--- config.mk ---
export PLATFORM = sky130hd
export DESIGN_NAME = fetch_ctrl_flat
export DESIGN_NICKNAME = d
export VERILOG_FILES = /design/src/rtl/fetch_ctrl_if.sv /design/src/rtl/fetch_ctrl.sv /design/src/flat_wrapper.sv
export SDC_FILE = /design/constraint.sdc
export NUM_CORES = 1
export LEC_CHECK = 0
export CAP_MARGIN = 30
export CORE_MARGIN = 10
export CORE_UTILIZATION = 45
export DETAILED_ROUTE_END_ITERATION = 8
export HOLD_SLACK_MARGIN = 0.03
export PLACE_DENSITY = 0.68
export SYNTH_ARGS = -nofsm -noshare
export SYNTH_HDL_FRONTEND = slang
export SYNTH_SLANG_ARGS = --single-unit
--- constraint.sdc ---
create_clock -name clk -period 4.7 [get_ports clk]
set_input_delay 0.47 -clock clk [delete_from_list [all_inputs] [get_ports clk]]
set_output_delay 0.47 -clock clk [all_outputs]
set_load 0.02 [all_outputs]
--- src/rtl/fetch_ctrl_if.sv ---
// Instruction-fetch bus bundle: memory req/gnt/rvalid port plus
// the valid/ready instruction stream towards if_id.
interface fetch_ctrl_if;
  logic        memReq;
  logic [31:0] memAddr;
  logic        memGnt;
  logic        memRvalid;
  logic [31:0] memRdata;
  logic        instValidOut;
  logic [31:0] instAddrOut;
  logic [31:0] instOut;
  logic        instReadyIn;

  modport master (
    output memReq, memAddr,
    input  memGnt, memRvalid, memRdata,
    output instValidOut, instAddrOut, instOut,
    input  instReadyIn
  );

  modport slave (
    input  memReq, memAddr,
    output memGnt, memRvalid, memRdata,
    input  instValidOut, instAddrOut, instOut,
    output instReadyIn
  );
endinterface

--- src/rtl/fetch_ctrl.sv ---
// Fetch sequencer: owns the PC, credits requests against the output buffer,
// tags in-order responses and drops stale ones after a redirect. Option: FETCH_MISALIGN_TRAP_EN.
module fetch_ctrl #(
  parameter logic [31:0] RESET_PC  = 32'h0000_0000,
  parameter int          BUF_DEPTH = 2
) (
  input  logic        clk,
  input  logic        rst,
  input  logic        jumpEn,
  input  logic [31:0] jumpAddr,
  output logic        fetchErrOut,
  fetch_ctrl_if.master bus
);

  localparam int AW = $clog2(BUF_DEPTH);
  localparam int CW = AW + 1;
  localparam logic [CW:0] DEPTH_W = (CW+1)'(BUF_DEPTH);
  localparam logic [31:0] NOP = 32'h0000_0013;

  logic [31:0]   pc;
  logic [CW-1:0] outst, disc, count;
  logic [AW-1:0] tw, tr, ow, orp;
  logic [31:0]   tagq    [BUF_DEPTH];
  logic [31:0]   ob_addr [BUF_DEPTH];
  logic [31:0]   ob_data [BUF_DEPTH];
  logic [31:0]   last_addr, last_inst;
  logic          err_q, bad;
  logic [31:0]   tgt;
  logic          pop, push, accept, valid;
  logic [CW:0]   inflight;

`ifdef FETCH_MISALIGN_TRAP_EN
  assign bad = |jumpAddr[1:0];
  assign tgt = jumpAddr;

  always_ff @(posedge clk) begin
    if (!rst)        err_q <= 1'b0;
    else if (jumpEn) err_q <= bad;
  end
`else
  logic unused_lo;
  assign unused_lo = ^jumpAddr[1:0];
  assign bad   = 1'b0;
  assign tgt   = {jumpAddr[31:2], 2'b00};
  assign err_q = 1'b0;
`endif

  assign fetchErrOut = err_q;

  assign valid = count != '0;
  assign pop   = valid && bus.instReadyIn;
  assign push  = bus.memRvalid && disc == '0 && !jumpEn;

  // Credit covers every in-flight request, discarded ones included.
  assign inflight = {1'b0, outst} + {1'b0, count}
                  - {{CW{1'b0}}, pop};

  assign bus.memReq  = rst && !jumpEn && !err_q
                    && inflight < DEPTH_W;
  assign bus.memAddr = pc;
  assign accept      = bus.memReq && bus.memGnt;

  assign bus.instValidOut = valid;
  assign bus.instAddrOut  = valid ? ob_addr[orp] : last_addr;
  assign bus.instOut      = valid ? ob_data[orp] : last_inst;

  always_ff @(posedge clk) begin
    if (accept) tagq[tw] <= pc;
    if (push) begin
      ob_addr[ow] <= tagq[tr];
      ob_data[ow] <= bus.memRdata;
    end
  end

  always_ff @(posedge clk) begin
    if (!rst) begin
      pc        <= RESET_PC;
      outst     <= '0;
      disc      <= '0;
      count     <= '0;
      tw        <= '0;
      tr        <= '0;
      ow        <= '0;
      orp       <= '0;
      last_addr <= '0;
      last_inst <= NOP;
    end else begin
      if (jumpEn && !bad) pc <= tgt;
      else if (accept)    pc <= pc + 32'd4;

      if (accept)        tw <= tw + AW'(1);
      if (bus.memRvalid) tr <= tr + AW'(1);

      unique case (1'b1)
        accept && !bus.memRvalid: outst <= outst + CW'(1);
        !accept && bus.memRvalid: outst <= outst - CW'(1);
        default: ;
      endcase

      // Everything still in flight after a redirect is stale.
      if (jumpEn)
        disc <= outst - CW'(bus.memRvalid);
      else if (bus.memRvalid && disc != '0)
        disc <= disc - CW'(1);

      if (jumpEn) begin
        orp   <= ow;
        count <= '0;
        if (valid) begin
          last_addr <= ob_addr[orp];
          last_inst <= ob_data[orp];
        end
      end else begin
        if (push) ow <= ow + AW'(1);
        if (pop) begin
          orp       <= orp + AW'(1);
          last_addr <= ob_addr[orp];
          last_inst <= ob_data[orp];
        end
        unique case (1'b1)
          push && !pop: count <= count + CW'(1);
          pop && !push: count <= count - CW'(1);
          default: ;
        endcase
      end
    end
  end

endmodule

--- src/flat_wrapper.sv ---
// flat-port wrapper written by rule: the top's interface ports become plain ports
module fetch_ctrl_flat 
#(
  parameter logic [31:0] RESET_PC  = 32'h0000_0000,
  parameter int          BUF_DEPTH = 2
)
  (clk, rst, jumpEn, jumpAddr, fetchErrOut, bus_memReq, bus_memAddr, bus_memGnt, bus_memRvalid, bus_memRdata, bus_instValidOut, bus_instAddrOut, bus_instOut, bus_instReadyIn);
  fetch_ctrl_if bus_i ();
  input  logic clk;
  input  logic rst;
  input  logic jumpEn;
  input  logic [31:0] jumpAddr;
  output logic fetchErrOut;
  output wire logic [$bits(bus_i.memReq)-1:0] bus_memReq;
  output wire logic [$bits(bus_i.memAddr)-1:0] bus_memAddr;
  input wire logic [$bits(bus_i.memGnt)-1:0] bus_memGnt;
  input wire logic [$bits(bus_i.memRvalid)-1:0] bus_memRvalid;
  input wire logic [$bits(bus_i.memRdata)-1:0] bus_memRdata;
  output wire logic [$bits(bus_i.instValidOut)-1:0] bus_instValidOut;
  output wire logic [$bits(bus_i.instAddrOut)-1:0] bus_instAddrOut;
  output wire logic [$bits(bus_i.instOut)-1:0] bus_instOut;
  input wire logic [$bits(bus_i.instReadyIn)-1:0] bus_instReadyIn;
  assign bus_memReq = bus_i.memReq;
  assign bus_memAddr = bus_i.memAddr;
  assign bus_i.memGnt = bus_memGnt;
  assign bus_i.memRvalid = bus_memRvalid;
  assign bus_i.memRdata = bus_memRdata;
  assign bus_instValidOut = bus_i.instValidOut;
  assign bus_instAddrOut = bus_i.instAddrOut;
  assign bus_instOut = bus_i.instOut;
  assign bus_i.instReadyIn = bus_instReadyIn;
  fetch_ctrl #(.RESET_PC(RESET_PC), .BUF_DEPTH(BUF_DEPTH)) u_core (.clk(clk), .rst(rst), .jumpEn(jumpEn), .jumpAddr(jumpAddr), .fetchErrOut(fetchErrOut), .bus(bus_i));
endmodule
# Yosys cells after proc, flatten, opt, wreduce, memory -nomap -nowiden
# Memory sizes are Yosys's and may differ from the RTL's. A register that Yosys moved wholly into a read port is not among the register bits.
# Index checks and enable logic that the tools add are counted.
[totals]
input_bits = 70
mem_bits_rw = 192
register_bits = 106
output_inout_bits = 99
mem_count = 3
[classes]
add_sub_neg = 13
n_mux = 24
bitwise_logic = 2
magnitude_cmp = 1
reduce_logical = 26
[memory_table]
columns = ["name", "words", "word_bits", "read_ports", "rd_ports_with_merged_regs", "wr", "line", "rtl"]
rows = [
  ["u_core.ob_addr", 2, 32, 1, 1, 1, "fetch_ctrl.sv:24", "logic [31:0] ob_addr [BUF_DEPTH];"],
  ["u_core.ob_data", 2, 32, 1, 1, 1, "fetch_ctrl.sv:25", "logic [31:0] ob_data [BUF_DEPTH];"],
  ["u_core.tagq", 2, 32, 1, 1, 1, "fetch_ctrl.sv:23", "logic [31:0] tagq [BUF_DEPTH];"],
]
[ops]
columns = ["operator", "count"]
rows = [
  ["$mux W32", 8],
  ["$add A32 B3 Y32 const B", 1],
  ["$reduce_bool A2 Y1", 7],
  ["$mux W1", 12],
  ["$logic_and A1 B1 Y1", 11],
  ["$pmux W2 S2", 2],
  ["$sub A2 B1 Y2 const B", 3],
  ["$logic_not A1 Y1", 5],
  ["$add A1 B1 Y1 const B", 4],
  ["$add A2 B1 Y2 const B", 2],
  ["$mux W2", 2],
  ["$add A2 B2 Y3", 1],
  ["$lt A3 B2 Y1 const B", 1],
  ["$sub A3 B1 Y3", 1],
  ["$logic_not A2 Y1", 1],
  ["$not A1 Y1", 2],
  ["$reduce_and A2 Y1", 1],
  ["$reduce_or A2 Y1", 1],
  ["$sub A2 B1 Y2", 1],
]

# Longest topological paths before layout
# Gate-level depths: netlist of run 1.
[logic_depth]
word_depth = 9
depth_mapped = 14
depth_no_buf = 12

# Worst setup path after synthesis of run 1
# Ideal clock, no wire load.
[synth_timing]
path_kind = "input port to flip-flop"
start = "in jumpEn"
end = "mem u_core.ob_addr[0][10], enable pin"
path_buffers = 1
setup_ns = 0.483
slack_ns = 0.638
cell_stages = 4
required_time_ns = 4.217
arrival_ns = 3.580
path_cell_list = "buf_2 > inv_1 > nand3_1 > nor2_1"
[synth_via]
elab_chain_len = 4
[synth_lines]
columns = ["element", "line", "rtl"]
rows = [
  ["start, declared", "flat_wrapper.sv:11", "input logic jumpEn;"],
  ["$logic_not A1 Y1", "fetch_ctrl.sv:52", "assign push = bus.memRvalid && disc == '0 && !jumpEn;"],
  ["$logic_and A1 B1 Y1", "fetch_ctrl.sv:52", ""],
  ["$mux W1", "fetch_ctrl.sv:69", "if (push) begin"],
  ["$mux W1 (not written as such)", "fetch_ctrl.sv:70", "ob_addr[ow] <= tagq[tr];"],
  ["end, declared", "fetch_ctrl.sv:24", ""],
]
# No other way between the ends.

# Worst setup path after layout of run 1
[layout_timing]
start = "reg u_core.count[1]"
end = "out bus_memReq"
[layout_via]
elab_chain_len = 5
elab_cells_between_ends = 6
classes_between = "add/sub: 2; order compare: 1; reduce/logical: 3"
[layout_lines]
columns = ["element", "line", "rtl"]
rows = [
  ["start, declared", "fetch_ctrl.sv:21", "logic [CW-1:0] outst, disc, count;"],
  ["start signal, assigned", "fetch_ctrl.sv:121", "push && !pop: count <= count + CW'(1);"],
  ["start signal, assigned", "fetch_ctrl.sv:122", "pop && !push: count <= count - CW'(1);"],
  ["parallel branches: the longest is 2 deep, another holds $add A2 B2 Y3", "n/a", ""],
  ["$sub A3 B1 Y3 (*)", "fetch_ctrl.sv:56", "- {{CW{1'b0}}, pop};"],
  ["$lt A3 B2 Y1 (*)", "fetch_ctrl.sv:59", "&& inflight < DEPTH_W;"],
  ["$logic_and A1 B1 Y1 (*)", "fetch_ctrl.sv:59", ""],
  ["end, declared", "flat_wrapper.sv:14", "output wire logic [$bits(bus_i.memReq)-1:0] bus_memReq;"],
]
# Every way passes the cells marked *.

==> metrics.yaml, run 1 <==
power:
  vdd_ir_drop_max_mv: 0.2335
  switching_power_mw: 1.391
  internal_power_mw: 4.607
  combPwrFrac: 0.106
  powerDensity_mw_per_mm2: 411.8
  swShare: 0.2319
  power_frac_seq: 0.487
  power_frac_clock: 0.407
  leakage_nw: 4.832
  power_mw: 5.998
timing:
  fin_crit_ns: 3.692
  fmax_ghz: 0.2708
  rsz0062_at_grt: "no"
  drv_slew: 0
  finalSetupTns_ns: 0
  hold_violations: 0
  worst_pin_slew_ns: 0.9208
  relSlewSlack: 0.3861
  period_share: 0.7856
  final-setup-viol-count: 0
  skew_ns: 0.01065
placed_design:
  hpwlAfterDp_mm: 16.68
  dpl-instance-area_mm2: 0.01353
  place_congestion: 0.7961
  portBuffers: 163
logic_synthesis:
  netlist_area_mm2: 0.01159
  synthMuxAreaShare: 0.08454
  synth-seq-cells: 290
  synth_top_family_by_area: "compound AO/OA/AOI/OAI gates"
  yosys-top-cells-area: "edfxtp_1 (48%), dfxtp_1 (18%), mux2i_1 (5.4%), nor2_1 (4.7%), a211oi_1 (4.3%)"
  yosysSeqAreaShare: 0.6599
  ys_types: 48
  synthXorXnorAreaFrac: 0.02192
  synth_top_area_share: 0.4768
  synth_compound_area_frac: 0.1044
  synth_fa_ha_area_frac: 0.007126
  synth-simple-area-share: 0.09199
  synth_cells: 933
  synth_top_cell_by_area: "edfxtp_1"
  avgSynthCellArea_um2: 12.42
  yosys_warnings: 0
grt:
  grt_max_degree: 94
  grt_pass1_vias: 7546
  grt_pass1_wl_mm: 41.59
  grt_util_met2: 0.2340
  antenna_found_initial: 0
  use_met3: 0.05261
  grt_use_total: 0.1537
  gr-max-usage-layer: "met2"
  overflow: 0
  grt_use_met1: 0.2103
cts:
  numCtsBuffers: 31
  path_clk_slew_ns: 0.06
  cts_sinks: 290
  hold_buffers: 0
  htreeDepth: 1
  clk_latency_ns: 0.55
  cts_root_buffer: "clkbuf_16"
  clk_path_buf_depth: 3
  post_cts_buffers: 0
  post_cts_resized: 0
  cts_tree: "done"
floorplanning:
  io_pins: 169
  start_util: 0.4589
  core_mm2: 0.02525
  die_width_um: 180.5
  rows: 58
  die_area_mm2: 0.03257
  die_h_um: 180.5
critical_path:
  critical_path_buf_inv_count: 2
  endpoint_kind: "primary output"
  worstPathRequired_ns: 4.23
  cp_slowest_cell: "clkdlybuf4s50_1"
  cpLargestDelayFamily: "buffers and inverters"
  startpoint_type: "register"
  path_cells: "inv_1 > nand2_4 > nand2_1 > nor2_1 > fa_1 > xor2_1 > and4_1 > clkdlybuf4s50_1"
  max_stage_delay_ns: 0.64
  crit_fanout: 36
  arrival_ns: 3.22
  critPathKind: "register to primary output"
detailed_routing:
  ant_nets: 0
  viasPerCell: 5.303
  wl_mm: 26.13
  vias: 7615
  drc: 0
  drt_pass1_iterations: 5
  drt_iter0_markers: 383
  post_drt_wl_per_cell_um: 18.19
layout:
  finish.instance_area_mm2: 0.01457
  antennaDiodeCount: 0
  area.growth.synth_to_final_pct: 25.69
  fill_cells: 2043
  drive_gt1_frac: 0.09494
  nets: 1157
outcome:
  run_status: "finished clean"
worst_hold_path:
  hp-class: "register to register"
run:
  drv_cap: 0
[per-layer routing]
metal,vias up,share of wire
li1,3729,-
met4,0,0.0075
met1,3654,0.48
met2,212,0.44
met3,20,0.080
met5,-,0
[flip-flops by register name (all words and copies together) (netlist names), named ones only]
register and cells:
u_core.outst 2, u_core.ob_addr 60, u_core.orp 1, u_core.ow 1
u_core.ob_data 64, u_core.tw 1, u_core.last_addr 32, u_core.last_inst 32
u_core.count 2, u_core.tr 1, u_core.bus.memAddr 30, u_core.disc 2
u_core.tagq 60
[cells in the mapped netlist (all sizes together)]
library cell,instances
o311ai,1
nor3,10
clkbuf,41
inv,16
nor4,7
o21ai,22
and3,11
mux2,31
buf,24
or3,3
nor2,146
a32oi,1
o21a,1
o211ai,5
mux2i,63
nand2b,2
and2,3
and4,7
nand2,24
a211oi,66
a221oi,1
nand4,5
or4,1
a22oi,2
o211a,2
ha,5
and4b,1
a31oi,4
o22ai,4
fa,1
edfxtp,184
nand3,13
xnor2,19
xor2,10
a21oi,88
o31ai,1
conb,1
dfxtp,106
nor4b,1
[stage by stage]
step	cells	util	hold WS, ns	setup WS (ns)
6_report	1436	0.5767	0.4836	1.008
5_1_grt	1436	0.5767	0.4875	0.7806
4_1_cts	1436	0.5767	0.4790	0.9760
3_5_place_dp	1378	0.5357	0.4622	1.097
3_3_place_gp	1378	0.5357	0.4650	1.110
2_1_floorplan	935	-	0.4451	0.6376
[power groups by stage]
stage / Clock [mW] / Combinational [mW] / Sequential (mW)
detailed placement: 0 / 0.634 / 2.98
finish: 2.44 / 0.633 / 2.92
CTS: 2.49 / 0.640 / 2.92
floorplan: 0 / 0.356 / 2.97
global route: 2.60 / 0.693 / 2.93
global placement: 0 / 0.627 / 2.97
[cell usage in the layout (no fill, tap or decap), types with 13 or more instances in the layout]
cell / n
nand2_1: 23
mux2i_1: 63
nand3_1: 13
mux2_2: 31
inv_1: 14
buf_4: 13
clkbuf_16: 31
o21ai_0: 21
nor2_1: 143
edfxtp_1: 184
xnor2_1: 19
dfxtp_1: 105
a21oi_1: 88
a211oi_1: 66
clkdlybuf4s50_1: 163
[layout make-up]
| class | instances | area [um^2] | area share |
|---|---|---|---|
| flip-flops and latches | 290 | 7651 | 0.5253 |
| clock inverters | 20 | 234.0 | 0.01606 |
| inverters | 16 | 60.06 | 0.004123 |
| clock buffers | 38 | 802.0 | 0.05506 |
| multi-input cells | 564 | 3636 | 0.2496 |
| well taps | 330 | 412.9 | 0.02835 |
| repair buffers | 178 | 1769 | 0.1215 |
[worst paths after layout]
check / end / slack (ns) / start / cells after the start
worst max-delay path: bus_memReq / 1.01 / u_core.count[1] / 8
worst min register to register: u_core.last_addr[1] / 0.48 / u_core.last_addr[1] / 1
worst min-delay path: u_core.last_addr[1] / 0.48 / u_core.last_addr[1] / 1
worst max register to register: u_core.outst[1] / 1.36 / u_core.count[0] / 11
[kinds of logic after synthesis]
kind of cell,count (synthesis)
and+or+nand+nor,234
muxes,94
buffers and inverters,81
other,1
DFF,290
adders and majority gates,6
xor gates and xnor gates,29
AOI/OAI and AO/OA,198
Note: power is estimated with default switching activity, not from simulation.
==> inputs of run 2 (changes only) <==
--- a/config.mk
+++ b/config.mk
@@ -10,7 +10,7 @@
 export CORE_UTILIZATION = 45
 export DETAILED_ROUTE_END_ITERATION = 8
 export HOLD_SLACK_MARGIN = 0.03
-export PLACE_DENSITY = 0.68
+export PLACE_DENSITY = 0.71
 export SYNTH_ARGS = -nofsm -noshare
 export SYNTH_HDL_FRONTEND = slang
 export SYNTH_SLANG_ARGS = --single-unit
==> constraint.sdc (replaced) <==
create_clock -name clk -period 3.1 [get_ports clk]
set_input_delay 0.31 -clock clk [delete_from_list [all_inputs] [get_ports clk]]
set_output_delay 0.31 -clock clk [all_outputs]
set_load 0.02 [all_outputs]
==> run 2 against run 1 <==
Effect of this change: clock skew fell by 0.0041 ns; clock power is 48% higher; sequential power rose by 51%; hold slack lost 0.15 ns; count of clock-buffer cells in the layout stayed put; via count is 1.2% higher; setup slack worse by 0.90 ns.
==> metrics.yaml, run 2 (synthesis gave the netlist of run 1 again) <==
outcome:
  run_status: "finished clean"
floorplanning:
  die_width_um: 180.5
  die_h_um: 180.5
  core_mm2: 0.02525
  io_pins: 169
  start_util: 0.4589
  rows: 58
  die_area_mm2: 0.03257
layout:
  layout_common_cells: "edfxtp_1 (184), clkdlybuf4s50_1 (162), nor2_1 (143), dfxtp_1 (105), a21oi_1 (88)"
  area.growth.synth_to_final_pct: 27.36
  finish.instance_area_mm2: 0.01476
  layout_commonest_cell: "edfxtp_1"
  drive_gt1_frac: 0.1030
  regMostFlops: "u_core.ob_data"
  fill_cells: 2024
  nets: 1169
  top_regs: "u_core.ob_data (64), u_core.ob_addr (60), u_core.tagq (60)"
  antennaDiodeCount: 0
  largest_reg_flops: 64
critical_path:
  worstPathRequired_ns: 2.79
  rrSetupSlack_ns: 0.26
  cpLargestDelayFamily: "adder cells"
  r2r_cells: 9
  endpoint_kind: "primary output"
  crit_fanout: 6
  cp_slowest_cell: "fa_1"
  path_depth: 6
  path_cells: "inv_1 > ha_1 > fa_1 > xor2_2 > and4_1 > clkdlybuf4s15_1"
  startpoint_type: "register"
  critical_path_buf_inv_count: 2
  arrival_ns: 2.68
  max_stage_delay_ns: 0.47
  critPathKind: "register to primary output"
detailed_routing:
  wl_mm: 26.23
  post_drt_wl_per_cell_um: 18.13
  drc: 0
  drt_iter0_markers: 507
  viasPerCell: 5.328
  ant_nets: 0
  vias: 7710
  drt_pass1_iterations: 5
timing:
  drv_slew: 0
  fin_crit_ns: 2.992
  skew_ns: 0.006529
  final-setup-viol-count: 0
  period_share: 0.9653
  fmax_ghz: 0.3342
  finalSetupTns_ns: 0
  hold_violations: 0
  rsz0062_at_grt: "no"
  relSlewSlack: 0.5661
  worst_pin_slew_ns: 0.6499
  holdWs_ns: 0.3287
power:
  leakage_nw: 4.906
  vdd_ir_drop_max_mv: 0.3684
  powerDensity_mw_per_mm2: 611.8
  power_mw: 9.029
cts:
  htreeDepth: 1
  numCtsBuffers: 30
  hold_buffers: 0
  clk_path_buf_depth: 3
  path_clk_slew_ns: 0.06
  cts_tree: "done"
  cts_root_buffer: "clkbuf_16"
  clk_latency_ns: 0.54
  cts_sinks: 290
placed_design:
  dpl-instance-area_mm2: 0.01374
  hpwlAfterDp_mm: 17.43
  place_congestion: 0.8099
  portBuffers: 163
grt:
  grt_pass1_vias: 7536
  grt_use_total: 0.1548
  grt_max_degree: 128
  overflow: 0
  antenna_found_initial: 0
  grt_pass1_wl_mm: 41.64
worst_hold_path:
  hp-class: "input port to register"
  hold_path_depth: 3
run:
  drv_cap: 0
[run 2: cell types whose count changed in the layout (fill, tap and decap cells not counted), moves of 2 or more]
| cell | previous run | this run |
|---|---|---|
| buf_12 | 2 | 11 |
| buf_4 | 13 | 17 |
| clkinv_1 | 6 | 10 |
| clkinv_2 | 4 | 1 |
| clkbuf_1 | 7 | 5 |
| clkbuf_8 | 0 | 2 |
| clkinv_4 | 2 | 0 |
[run 2: where the power goes]
part           leakage (nW)  total [mW]  switching, mW  internal (mW)
combinational          1.88       0.995          0.537          0.458
clock                 0.479        3.61           1.42           2.19
sequential             2.55        4.42          0.125           4.30
[run 2: worst paths after layout]
check | endpoint | start
hold / removal | u_core.bus.memAddr[23] | jumpAddr[23]
setup reg to reg | u_core.bus.memAddr[21] | u_core.count[1]
hold reg to reg | u_core.last_inst[0] | u_core.last_inst[0]
setup / recovery | bus_memReq | u_core.count[1]
[run 2: what timing repair did]
| item | CTS | global route |
|---|---|---|
| gates cloned | 0 | 0 |
| endpoints found under the setup margin | 1 | 1 |
| setup buffers | 0 | 0 |
| gates resized for setup | 2 | 1 |
[run 2: layout make-up]
| cell class | count | area (um^2) | area share |
|---|---|---|---|
| Inverter | 16 | 60.06 | 0.004069 |
| Multi-Input combinational cell | 564 | 3649 | 0.2472 |
| Tap cell | 330 | 412.9 | 0.02798 |
| Sequential cell | 290 | 7651 | 0.5184 |
| Clock inverter | 18 | 185.2 | 0.01255 |
| Timing Repair Buffer | 191 | 1979 | 0.1341 |
| Clock buffer | 38 | 822.0 | 0.05570 |
[run 2: worst reg2reg max path: cells and delay by family (launching register included)]
kind	cells	cell delay, ns
buf+inv	2	0.40
simple gates	3	0.80
flops	1	0.36
xor+xnor	1	0.15
fa+ha+maj	2	0.91
compound gates	1	0.09
[run 2: metal layers]
metal  part of all wire  track usage  vias to the layer above  routed length [um]
met5                  0            0                        -                   0
met4              0.016      0.03773                        0                 417
met3              0.076      0.04398                       37                2006
met2               0.45       0.2406                      275               11690
met1               0.46       0.2090                     3646               12120
li1                   -            -                     3752                   -
[run 2: stage by stage]
stage,worst slack [ns],util,std cells
after floorplan,-0.8024,-,935
after detailed placement,0.09907,0.5442,1391
after global routing,0.004130,0.5844,1447
final,0.1075,0.5844,1447
after global placement,0.1026,0.5442,1391
after CTS,0.09209,0.5844,1447
